**config.mk**
```make
export PLATFORM = sky130hd
export DESIGN_NAME = fp_add_sub_seq
export DESIGN_NICKNAME = d
export VERILOG_FILES = /design/src/rtl/fp_add_sub_seq.sv
export SDC_FILE = /design/constraint.sdc
export NUM_CORES = 1
export LEC_CHECK = 0
export CAP_MARGIN = 0
export CORE_AREA = 4 4 150 152
export CTS_CLUSTER_DIAMETER = 120
export DETAILED_ROUTE_END_ITERATION = 8
export DIE_AREA = 0 0 154 156
export PLACE_DENSITY_LB_ADDON = 0.12
export REMOVE_ABC_BUFFERS = 1
export SETUP_SLACK_MARGIN = 0.02
export SLEW_MARGIN = 40
export SYNTH_ARGS = -nofsm -noshare
export SYNTH_HDL_FRONTEND = slang
export SYNTH_SLANG_ARGS = --single-unit
export TNS_END_PERCENT = 50
```
**constraint.sdc**
```tcl
create_clock -name clk -period 7.5 [get_ports clk]
set_input_delay 1.125 -clock clk [delete_from_list [all_inputs] [get_ports clk]]
set_output_delay 1.125 -clock clk [all_outputs]
set_load 0.05 [all_outputs]
```
**src/rtl/fp_add_sub_seq.sv**
```systemverilog
// rtl/fp_add_sub_seq.sv - iterative binary32 add/subtract core with valid/ready handshakes
// Ports:
//   clk, rst_n             : clock, synchronous active-low reset
//   in_valid/in_ready      : operand handshake (a, b, operation_select: 0=a+b, 1=a-b)
//   out_valid/out_ready    : result handshake (result, flags={invalid,overflow,underflow,inexact})
module fp_add_sub_seq #(
  parameter int EXP_BITS  = 8,
  parameter int MANT_BITS = 23,
  localparam int WIDTH    = 1 + EXP_BITS + MANT_BITS
) (
  input  logic             clk,
  input  logic             rst_n,
  input  logic             in_valid,
  output logic             in_ready,
  input  logic [WIDTH-1:0] a,
  input  logic [WIDTH-1:0] b,
  input  logic             operation_select,
  output logic             out_valid,
  input  logic             out_ready,
  output logic [WIDTH-1:0] result,
  output logic [3:0]       flags
);

  // Significand with hidden bit, plus carry bit on top and guard/round/sticky below.
  localparam int SIG = MANT_BITS + 1;
  localparam int M   = SIG + 4;
  localparam int EW  = EXP_BITS + 2;
  localparam logic [EXP_BITS-1:0] EMAX = '1;
  // Beyond this distance every small-operand bit lands in sticky.
  localparam logic [EXP_BITS-1:0] ALIGN_MAX = EXP_BITS'(SIG + 2);
  localparam logic [WIDTH-1:0] QNAN = {1'b0, EMAX, 1'b1, {(MANT_BITS-1){1'b0}}};

  typedef enum logic [2:0] {
    S_IDLE, S_UNPACK, S_ALIGN, S_ADD, S_NORM, S_ROUND, S_DONE
  } state_t;

  state_t              state_q, state_d;
  logic [WIDTH-1:0]    a_q, a_d, b_q, b_d;
  logic                op_q, op_d;
  logic [M-1:0]        big_q, big_d, small_q, small_d;
  logic [EW-1:0]       exp_q, exp_d;
  logic                sign_q, sign_d;
  logic                sub_q, sub_d;
  logic [EXP_BITS-1:0] cnt_q, cnt_d;
  logic [WIDTH-1:0]    result_q, result_d;
  logic [3:0]          flags_q, flags_d;

  // Field decode of the latched operands; b carries its effective sign.
  logic                 a_s, b_s;
  logic [EXP_BITS-1:0]  a_e, b_e, big_e, small_e, diff;
  logic [MANT_BITS-1:0] a_m, b_m, big_m, small_m;
  logic                 a_zero, b_zero, a_inf, b_inf, a_nan, b_nan, a_ge_b;

  assign a_s = a_q[WIDTH-1];
  assign b_s = b_q[WIDTH-1] ^ op_q;
  assign a_e = a_q[WIDTH-2:MANT_BITS];
  assign b_e = b_q[WIDTH-2:MANT_BITS];
  assign a_m = a_q[MANT_BITS-1:0];
  assign b_m = b_q[MANT_BITS-1:0];

  // Exponent 0 covers both zero and subnormal: subnormals flush to zero.
  assign a_zero = (a_e == '0);
  assign b_zero = (b_e == '0);
  assign a_inf  = (a_e == EMAX) && (a_m == '0);
  assign b_inf  = (b_e == EMAX) && (b_m == '0);
  assign a_nan  = (a_e == EMAX) && (a_m != '0);
  assign b_nan  = (b_e == EMAX) && (b_m != '0);

  // Comparing exponent:mantissa as one unsigned field orders magnitudes.
  assign a_ge_b  = (a_q[WIDTH-2:0] >= b_q[WIDTH-2:0]);
  assign big_e   = a_ge_b ? a_e : b_e;
  assign small_e = a_ge_b ? b_e : a_e;
  assign big_m   = a_ge_b ? a_m : b_m;
  assign small_m = a_ge_b ? b_m : a_m;
  assign diff    = big_e - small_e;

  // Rounding datapath, used only in ROUND.
  logic [SIG-1:0] rnd_mant;
  logic           rnd_g, rnd_r, rnd_s, rnd_up;
  logic [SIG:0]   rnd_sum;
  logic [EW-1:0]  rnd_exp;

  assign rnd_mant = big_q[M-2:3];
  assign rnd_g    = big_q[2];
  assign rnd_r    = big_q[1];
  assign rnd_s    = big_q[0];
  assign rnd_up   = rnd_g & (rnd_r | rnd_s | rnd_mant[0]);
  assign rnd_sum  = {1'b0, rnd_mant} + {{SIG{1'b0}}, rnd_up};
  assign rnd_exp  = exp_q + EW'(rnd_sum[SIG]);

  logic [M-1:0] addsub;
  assign addsub = sub_q ? (big_q - small_q) : (big_q + small_q);

  always_ff @(posedge clk) begin
    if (!rst_n) begin
      state_q  <= S_IDLE;
      a_q      <= '0;
      b_q      <= '0;
      op_q     <= 1'b0;
      big_q    <= '0;
      small_q  <= '0;
      exp_q    <= '0;
      sign_q   <= 1'b0;
      sub_q    <= 1'b0;
      cnt_q    <= '0;
      result_q <= '0;
      flags_q  <= '0;
    end else begin
      state_q  <= state_d;
      a_q      <= a_d;
      b_q      <= b_d;
      op_q     <= op_d;
      big_q    <= big_d;
      small_q  <= small_d;
      exp_q    <= exp_d;
      sign_q   <= sign_d;
      sub_q    <= sub_d;
      cnt_q    <= cnt_d;
      result_q <= result_d;
      flags_q  <= flags_d;
    end
  end

  always_comb begin
    state_d  = state_q;
    a_d      = a_q;
    b_d      = b_q;
    op_d     = op_q;
    big_d    = big_q;
    small_d  = small_q;
    exp_d    = exp_q;
    sign_d   = sign_q;
    sub_d    = sub_q;
    cnt_d    = cnt_q;
    result_d = result_q;
    flags_d  = flags_q;

    unique case (state_q)
      S_IDLE: begin
        if (in_valid) begin
          a_d     = a;
          b_d     = b;
          op_d    = operation_select;
          state_d = S_UNPACK;
        end
      end

      S_UNPACK: begin
        flags_d = 4'b0000;
        state_d = S_DONE;
        if (a_nan || b_nan || (a_inf && b_inf && (a_s != b_s))) begin
          result_d = QNAN;
          flags_d  = 4'b1000;
        end else if (a_inf) begin
          result_d = a_q;
        end else if (b_inf) begin
          result_d = {b_s, b_q[WIDTH-2:0]};
        end else if (a_zero && b_zero) begin
          result_d = {a_s & b_s, {(WIDTH-1){1'b0}}};
        end else if (a_zero) begin
          result_d = {b_s, b_q[WIDTH-2:0]};
        end else if (b_zero) begin
          result_d = a_q;
        end else begin
          big_d   = {2'b01, big_m, 3'b000};
          small_d = {2'b01, small_m, 3'b000};
          exp_d   = EW'(big_e);
          sign_d  = a_ge_b ? a_s : b_s;
          sub_d   = a_s ^ b_s;
          cnt_d   = diff;
          state_d = (diff == '0) ? S_ADD : S_ALIGN;
        end
      end

      S_ALIGN: begin
        if (cnt_q > ALIGN_MAX) begin
          small_d = {{(M-1){1'b0}}, 1'b1};
          state_d = S_ADD;
        end else begin
          // Sticky-preserving shift: the bit leaving position 0 folds into it.
          small_d = {1'b0, small_q[M-1:2], small_q[1] | small_q[0]};
          cnt_d   = cnt_q - EXP_BITS'(1);
          if (cnt_q == EXP_BITS'(1)) state_d = S_ADD;
        end
      end

      S_ADD: begin
        if (addsub == '0) begin
          result_d = '0;
          flags_d  = 4'b0000;
          state_d  = S_DONE;
        end else begin
          big_d   = addsub;
          state_d = S_NORM;
        end
      end

      S_NORM: begin
        if (big_q[M-1]) begin
          big_d = {1'b0, big_q[M-1:2], big_q[1] | big_q[0]};
          exp_d = exp_q + EW'(1);
        end else if (!big_q[M-2]) begin
          if (exp_q == EW'(1)) begin
            result_d = {sign_q, {(WIDTH-1){1'b0}}};
            flags_d  = 4'b0011;
            state_d  = S_DONE;
          end else begin
            big_d = {big_q[M-2:0], 1'b0};
            exp_d = exp_q - EW'(1);
          end
        end else begin
          state_d = S_ROUND;
        end
      end

      S_ROUND: begin
        state_d = S_DONE;
        if (rnd_exp >= {2'b00, EMAX}) begin
          result_d = {sign_q, EMAX, {MANT_BITS{1'b0}}};
          flags_d  = 4'b0101;
        end else begin
          // On mantissa carry-out the low bits are all zero, so no re-slice is needed.
          result_d = {sign_q, rnd_exp[EXP_BITS-1:0], rnd_sum[MANT_BITS-1:0]};
          flags_d  = {3'b000, rnd_g | rnd_r | rnd_s};
        end
      end

      S_DONE: begin
        if (out_ready) state_d = S_IDLE;
      end

      default: state_d = S_IDLE;
    endcase
  end

  assign in_ready  = (state_q == S_IDLE);
  assign out_valid = (state_q == S_DONE);
  assign result    = result_q;
  assign flags     = flags_q;

endmodule

```
==> flow_summary.json <==
{
  "synthTopCellsByArea": "dfxtp_1 (26%), nand2_1 (9.7%), a21oi_1 (7.9%)",
  "worst_pin_slew_ns": 0.847,
  "place_congestion": 0.979,
  "row_count": 53,
  "synthArstFlopShare_pct": 0,
  "hold_buffers": 0,
  "cp-start-kind": "flip-flop",
  "ys_top_cells_by_count": "nand2_1 (349), a21oi_1 (215), dfxtp_1 (179), nor2_1 (129), clkbuf_1 (103)",
  "numPortBuffers": 106,
  "slew_viol_final": 0,
  "finalHoldViolations": 0,
  "ant_nets": 0,
  "setup_slack_ns": 1.83,
  "required_ns": 7.82,
  "outcome": "finished, final reports clean",
  "fin_util_pct": 72.6,
  "synth-seq-area-share_pct": 26.4,
  "drt_iter0_markers": 2040,
  "vias_per_cell": 6.69,
  "cts_sinks": 179,
  "io_pins": 107,
  "rsz0062_at_grt": "no",
  "grtUsageTotal_pct": 34.5,
  "pre_cts_slack_ns": 1.94,
  "numCtsBuffers": 17,
  "grt_pass1_vias": 12800,
  "yosysUniqueCellTypes": 87,
  "end_kind": "flip-flop",
  "path_clk_slew_ns": 0.08,
  "synth_edf_count": 0,
  "synth.avg_cell_area_um2": 7.18,
  "hp-class": "flip-flop to flip-flop",
  "cts_root_buf": "clkbuf_16",
  "synth_most_common_cell": "nand2_1",
  "skew_ns": 0.0130,
  "dieHeight_um": 156,
  "ys_seq_elements": 179,
  "postCtsSetupBuffers": 0,
  "start_util_pct": 64.5,
  "synth_top_area_share_pct": 26.4,
  "drive_above_1_share_pct": 4.85,
  "yosys.area.top_type": "dfxtp_1",
  "grt_start_max_net_pins": 99,
  "syn2layout_area_growth_pct": 12.5,
  "antenna_found_initial": 1,
  "avgRoutedWirePerCell_um": 19.8,
  "design.die.area_mm2": 0.0240,
  "die_w_um": 154,
  "fin_crit_ns": 5.67,
  "fmax_ghz": 0.176,
  "post_cts_resized": 0,
  "synth_area_mm2": 0.0136,
  "coreArea_mm2": 0.0210,
  "antennaDiodeCount": 0,
  "wl_um": 43400,
  "cap_violations": 0,
  "cts_tree": "done",
  "grt_pass1_wl_um": 68000,
  "setup_viol": 0,
  "clock_path_buffers": 2,
  "drc": 0,
  "critical_path_class": "flip-flop to flip-flop",
  "crit_path_max_fanout": 23,
  "relSlewSlack_pct": 43.1,
  "syn_inst": 1889,
  "yosysWarnings": 0,
  "crit_arrival_ns": 5.99,
  "h-tree-depth": 4,
  "grt_overflow": 0,
  "nets": 2045,
  "clock_latency_ns": 0.45,
  "dp_hpwl_um": 31900,
  "final.period_utilization_pct": 75.6,
  "dr.pass1.iters": 6,
  "ys.flop_type": "dfxtp_1",
  "tns_ns": 0,
  "via_count": 14700
}
==> registers in the layout (all words and copies together) (netlist names), 3 cells and up <==
name / cells
b_q: 32
cnt_q: 8
big_q: 28
result: 32
small_q: 27
exp_q: 10
state_q: 3
flags: 4
a_q: 32
==> worst paths after layout <==
check                          start                       to  slack [ns]  depth (start not counted)
max          small_q[0]$_SDFFE_PN0P_   result[5]$_SDFFE_PN0P_        1.83                         18
min          result[29]$_SDFFE_PN0P_  result[29]$_SDFFE_PN0P_        0.46                          2
max reg2reg  small_q[0]$_SDFFE_PN0P_   result[5]$_SDFFE_PN0P_        1.83                         18
min reg2reg  result[29]$_SDFFE_PN0P_  result[29]$_SDFFE_PN0P_        0.46                          2
==> kinds of logic (layout without fill, tap and decap cells) <==
logic type	count (synthesis)	after routing	share of synthesized area, %
AND/OR/NAND/NOR	775	775	26.5
AO/OA/AOI/OAI	542	542	25.8
buffers and inverters	189	218	5.50
flip-flops	179	179	26.4
XOR/XNOR	72	72	4.65
adder cells (fa/ha/maj)	71	71	6.60
multiplexers	61	61	4.53
==> placed cells by master (no fill, tap or decap), drive strengths merged, types with 7 or more instances in the layout <==
cell type / count
xor2: 20
o22ai: 30
nor2b: 30
and2: 12
buf: 17
xnor2: 52
ha: 70
a21oi: 218
or4: 9
a31oi: 34
inv: 75
clkbuf: 17
a221oi: 35
nor4: 27
a22oi: 21
nand4: 23
clkdlybuf4s50: 105
or3: 15
dfxtp: 179
o21a: 10
nand2: 350
o21bai: 7
o221ai: 13
nor2: 129
nor3: 86
o21ai: 63
mux2i: 58
o31ai: 9
nand3: 33
nand2b: 12
o211ai: 18
a211oi: 12
and3: 21
a21o: 17
==> stage by stage <==
| stage | instance area (um^2) | cells | hold WS (ns) |
|---|---|---|---|
| 2_1_floorplan | 13100 | 1764 | 0.448 |
| 3_3_place_gp | 14600 | 2159 | 0.443 |
| 3_5_place_dp | 14700 | 2161 | 0.451 |
| 4_1_cts | 15300 | 2193 | 0.463 |
| 5_1_grt | 15300 | 2193 | 0.485 |
| 6_report | 15300 | 2193 | 0.459 |
==> cell type report <==
class / count / area, um^2
Timing Repair Buffer: 122 / 1190
Inverter: 64 / 243
Sequential cell: 179 / 3580
Fill cell: 1779 / 5760
Clock buffer: 17 / 425
Clock inverter: 15 / 150
Tap cell: 275 / 344
Multi-Input combinational cell: 1521 / 9320
==> critical path, cell delays in order (launching register included) <==
cell and delay, ns:
dfxtp_1 0.35, nor4_1 0.47, nor2b_1 0.26, nand2_1 0.10
nor4_1 0.19, nor2_1 0.08, xnor2_1 0.19, ha_1 0.54
o21ai_0 0.23, a211oi_1 0.30, o21ai_1 0.19, a31oi_1 0.36
xnor2_1 0.21, nand4b_1 0.13, or4_1 0.73, nor4_2 0.52
o21ai_4 0.20, buf_4 0.31, mux2i_1 0.17
==> per-layer routing <==
layer	vias to the layer above	GRT usage, %	wire, um
met5	-	0	7
met3	130	10.3	5670
met1	6766	48.8	18400
li1	6898	-	-
met4	2	10.8	1320
met2	876	50.6	18000
Power is not shown: default switching activity piles up to over one toggle a cycle in this logic, so the estimate is an artifact.
